## config.mk

```make
export PLATFORM = sky130hd
export DESIGN_NAME = codificador_7seg_hexadecimal
export DESIGN_NICKNAME = d
export VERILOG_FILES = /design/src/rtl/codificador_7seg_hexadecimal.sv
export SDC_FILE = /design/constraint.sdc
export NUM_CORES = 1
export LEC_CHECK = 0
export ABC_AREA = 1
export ABC_CLOCK_PERIOD_IN_PS = 4340
export BUFFER_PORTS_ARGS = -buffer_cell sky130_fd_sc_hd__buf_2
export CORE_MARGIN = 5
export CORE_UTILIZATION = 40
export DETAILED_ROUTE_END_ITERATION = 10
export PLACE_DENSITY = 0.54
export SETUP_SLACK_MARGIN = 0.15
export SLEW_MARGIN = 40
export SYNTH_ARGS = -nofsm -noshare
export SYNTH_HDL_FRONTEND = slang
export SYNTH_SLANG_ARGS = --single-unit
```

## constraint.sdc

```tcl
create_clock -name clk -period 4.34 [get_ports clk]
set_input_delay 0.217 -clock clk [delete_from_list [all_inputs] [get_ports clk]]
set_output_delay 0.217 -clock clk [all_outputs]
set_load 0.01 [all_outputs]
```

## src/rtl/codificador_7seg_hexadecimal.sv

```systemverilog
// Segment-pattern to hex encoder: debounces a 7-segment bus, maps valid glyphs
// back to 0x0..0xF and hands each newly stable digit out once over valid/ready.
module codificador_7seg_hexadecimal #(
    parameter int ESTABLE = 4
) (
    input  logic       clk,
    input  logic       rst,
    input  logic [6:0] seg,
    input  logic       listo,
    output logic [3:0] hex,
    output logic       valido,
    output logic       error
);

    localparam logic [7:0] EST = 8'(ESTABLE);

    typedef enum logic {ESPERA, PRESENTA} estado_t;

    estado_t    state;
    logic [6:0] seg_q;
    logic [6:0] ultimo;
    logic [7:0] cnt;
    logic       glifo_ok;
    logic [3:0] codigo;

    always_comb begin
        glifo_ok = 1'b1;
        codigo   = 4'h0;
        case (seg_q)
            7'h7E: codigo = 4'h0;
            7'h30: codigo = 4'h1;
            7'h6D: codigo = 4'h2;
            7'h79: codigo = 4'h3;
            7'h33: codigo = 4'h4;
            7'h5B: codigo = 4'h5;
            7'h5F: codigo = 4'h6;
            7'h70: codigo = 4'h7;
            7'h7F: codigo = 4'h8;
            7'h7B: codigo = 4'h9;
            7'h77: codigo = 4'hA;
            7'h1F: codigo = 4'hB;
            7'h4E: codigo = 4'hC;
            7'h3D: codigo = 4'hD;
            7'h4F: codigo = 4'hE;
            7'h47: codigo = 4'hF;
            default: glifo_ok = 1'b0;
        endcase
    end

    always_ff @(posedge clk or posedge rst) begin
        if (rst) begin
            state  <= ESPERA;
            seg_q  <= 7'h00;
            ultimo <= 7'h00;
            cnt    <= 8'd0;
            hex    <= 4'h0;
            valido <= 1'b0;
            error  <= 1'b0;
        end else begin
            // Filter runs in both states so a pattern settled during PRESENTA
            // is ready for evaluation on the first ESPERA cycle.
            seg_q <= seg;
            if (seg != seg_q)
                cnt <= 8'd1;
            else if (cnt < EST)
                cnt <= cnt + 8'd1;

            error <= 1'b0;
            case (state)
                ESPERA: begin
                    if (cnt == EST) begin
                        if (seg_q == 7'h00) begin
                            ultimo <= 7'h00;
                        end else if (seg_q != ultimo) begin
                            ultimo <= seg_q;
                            if (glifo_ok) begin
                                hex    <= codigo;
                                valido <= 1'b1;
                                state  <= PRESENTA;
                            end else begin
                                error <= 1'b1;
                            end
                        end
                    end
                end
                PRESENTA: begin
                    if (listo) begin
                        valido <= 1'b0;
                        state  <= ESPERA;
                    end
                end
                default: state <= ESPERA;
            endcase
        end
    end

endmodule
```

==> key figures <==
Run status
  • Result of the run: completed

Global routing
  • Initial antenna violation count: 0
  • Remaining global-route overflow: 0
  • Wire length of the first global-routing pass: 6175 um
  • Number of global-route vias before repair: 1,391
  • GRT Overall Usage: 14.72%
  • Pin count of the biggest net entering global routing: 30

CTS
  • H-tree levels: 2
  • Number of cells upsized or downsized after cts: 0
  • Count of clock tree sinks: 29
  • Number of clock buffers inserted by TritonCTS: 5
  • CTS Hold Buffers Added: 0
  • Clk slew on worst S/H paths: 60 ps
  • CTS Root Cell: clkbuf_8
  • Maximum clock insertion buffer count: 2
  • CTS tree: done
  • Insertion delay of the later-clocked pin in the worst-skew pair: 280 ps
  • Post-CTS Setup Repair Bufs: 0

Die
  • DIE HEIGHT: 74.33 um
  • Io pins: 16
  • Core Box Area: 0.004000 sq mm
  • Die span in x: 74.33 um
  • Overall die area: 0.005525 sq mm
  • Starting Density: 41.38%
  • Number of rows created at floorplan: 23

Cells and area
  • Nets: 225
  • Area overhead of the layout relative to synthesis: 11.26%
  • Total inserted antenna cells: 0
  • Filler cells: 393
  • Fraction of final layout cells sized beyond drive strength 1: 25.23%
  • Final instance area: 0.001842 sq mm

Power
  • Net switching fraction of the power: 22.64%
  • IR Drop Worst-Case VDD: 0.0002115 V
  • Int Power: 477.3 uW
  • Power share of the sequential group: 46.0%
  • Relative contribution of the clock network to total power: 47.1%
  • Switching power: 139.7 uW
  • Combinational power share: 6.9%
  • Static Leak: 0.0008945 uW
  • Power density over cell area: 335.0 mW/mm^2

Synth
  • Post-Synthesis Mean Instance Area: 8.403 sq um
  • Number of distinct library cells after synthesis: 25
  • Gate count after technology mapping: 197
  • Number of nets produced by synthesis: 209
  • Number of warnings printed during yosys synthesis: 0
  • Most used DFF post-synth: dfrtp_1
  • Synth Cell Area: 0.001655 sq mm
  • Number of synthesized flops with an enable pin: 0
  • Sequential area share after synthesis: 43.84%
  • Share of flip-flops with an asynchronous set or reset: 100.0%
  • Flops & latches, synth: 29

Drt
  • Drt via density: 4.943
  • Number of vias after detailed routing: 1,305
  • Final routed wirelength across all metal layers: 3354 um
  • First drt pass iteration count: 4
  • DRC viols: 0
  • Drt initial violations: 83
  • WL/cell: 12.70 um
  • Antenna-violating nets left: 0

STA
  • Unrepaired setup endpoints after global routing: no
  • Final setup violation count: 0
  • Setup total negative slack: 0 ps
  • Total count of hold-check failures in the final report: 0
  • Post-layout min period: 1624 ps
  • Max-slew headroom: 58.34%
  • Least setup slack across all paths after layout: 2716 ps
  • Period Utilization, post-route: 37.42%
  • Worst Tran Pin Value: 623.9 ps
  • F_max: 0.6158 GHz
  • Post-route clock skew: 5.578 ps
  • Pins over their slew limit: 0

Placed design
  • Placement-stage cell area: 0.001725 sq mm
  • Last weighted congestion value of the routability-driven placer: 0.8028
  • Pre-CTS setup slack: 2699 ps
  • Detailed-placement wirelength estimate: 2644 um
  • I/O Buffers: 15

Critical path
  • WP data arrival: 1830 ps
  • Cell-by-cell listing of the critical path: or2_2 -> a21oi_1 -> nand3_1 -> nor2_1 -> inv_1 -> nor2_1
  • Worst Reg2Reg Path Length in Cells: 6
  • Kind of start point of the critical path: flip-flop
  • Delay of the slowest cell on the worst path: 470 ps
  • Largest fanout of any net on the critical path: 7
  • Startpoint of the worst register-to-register path: seg_q[0]$_DFF_PP0_
  • Type of the worst setup path: reg -> reg
  • CP Data Required Time: 4550 ps
  • Most repeated library cell on the critical path: nor2_1
  • Cell type of the slowest stage on the worst timing path: dfrtp_1
  • Endpoint of the worst register-to-register path: cnt[5]$_DFFE_PP0P_
  • R2R Setup Slk: 2720 ps
  • Nature of the critical path endpoint: flip-flop

Worst hold path
  • Type of the worst min-delay path: in -> async

Job
  • Max-cap violations: 0
==> power by group through the flow <==
stage / clock, uW / combinational, uW / sequential (uW)
finish: 291 / 42.5 / 284
global route: 312 / 48.6 / 285
CTS: 297 / 43.2 / 284
detailed placement: 0 / 43.1 / 289
global placement: 0 / 42.8 / 289
floorplan: 0 / 39.5 / 283
==> cell usage in the layout (no fill, tap or decap) <==
cell type,n
o21ai_1,2
nand3_1,17
or2_2,1
clkbuf_8,6
nor2_4,2
clkbuf_1,1
a21oi_1,3
nand4_1,3
nor2_2,6
buf_2,15
dfrtp_1,29
inv_2,4
nand2_1,32
o21ai_2,6
nand2_4,3
xnor2_1,8
bufinv_16,1
nor3_1,3
nor2_1,32
ha_1,2
nand3_2,3
nand4_2,1
xor2_1,5
o21ai_0,4
inv_1,19
nand2_2,6
==> worst max-delay path by stage <==
stage	from	to	slack, ps
2_1_floorplan	cnt[0]$_DFFE_PP0P_	hex[2]$_DFFE_PP0P_	2930
6_report	seg_q[0]$_DFF_PP0_	cnt[5]$_DFFE_PP0P_	2720
5_1_grt	seg_q[5]$_DFF_PP0_	hex[0]$_DFFE_PP0P_	2550
3_5_place_dp	seg_q[0]$_DFF_PP0_	cnt[2]$_DFFE_PP0P_	2700
3_3_place_gp	seg_q[5]$_DFF_PP0_	hex[0]$_DFFE_PP0P_	2740
4_1_cts	seg_q[0]$_DFF_PP0_	cnt[2]$_DFFE_PP0P_	2680
==> cell usage after synthesis, types with 3 or more instances <==
library cell	n	share of area (%)
nand2_1	32	7.3
nor2_1	32	7.3
dfrtp_1	29	44
inv_1	20	4.5
nand3_1	17	5.1
xnor2_1	8	4.2
nand2_2	6	2.3
nor2_2	6	2.3
o21ai_2	6	3.2
xor2_1	5	2.6
buf_6	4	2.7
o21ai_0	4	1.2
a21oi_1	3	0.91
inv_2	3	0.68
nand2_4	3	2.0
nand3_2	3	1.8
nand4_1	3	1.1
nor3_1	3	0.91
==> layout make-up <==
cell class	count	area, sq um	share of cell area [%]
clock buffer	7	86.33	4.687
clock inverter	1	30.03	1.630
inverter	23	86.33	4.687
timing repair buffer	15	75.07	4.076
sequential	29	725.7	39.40
multi-input combinational	139	775.7	42.12
tap	50	62.56	3.397
==> registers in the layout, indices dropped and copies added, names as in the netlist <==
register  count
cnt           8
hex           4
valido        1
state         1
seg_q         7
error         1
ultimo        7
==> worst max-delay path: cells and delay by family (launching register included) <==
family | cells | cell delay [ps]
compound gates | 1 | 160
buf+inv | 1 | 160
flops | 1 | 470
simple gates | 4 | 770
==> cell families after synthesis <==
family | share of synthesized area, %
flip-flops | 43.84
adder cells (fa/ha/maj) | 1.511
XOR/XNOR | 6.878
buffers and inverters | 9.297
AND/OR/NAND/NOR | 32.58
AO/OA/AOI/OAI | 5.895
==> per-stage QoR <==
step	total power [uW]	util, %	hold slack [ps]	cells
after CTS	624.1	46.04	30.59	264
after global routing	645.7	46.04	49.20	264
after global placement	331.5	43.13	347.4	256
after floorplan	322.3	-	248.4	197
after detailed placement	332.1	43.13	329.4	256
final	617.0	46.04	9.406	264
==> per-layer routing <==
layer	GRT usage (%)	part of all wire (%)	up-vias
met1	17.41	43	611
met2	25.20	50	36
li1	-	-	648
met4	5.929	1.9	0
met3	4.189	4.8	10
met5	0	0	-
Power figures use the tool's default switching activity.
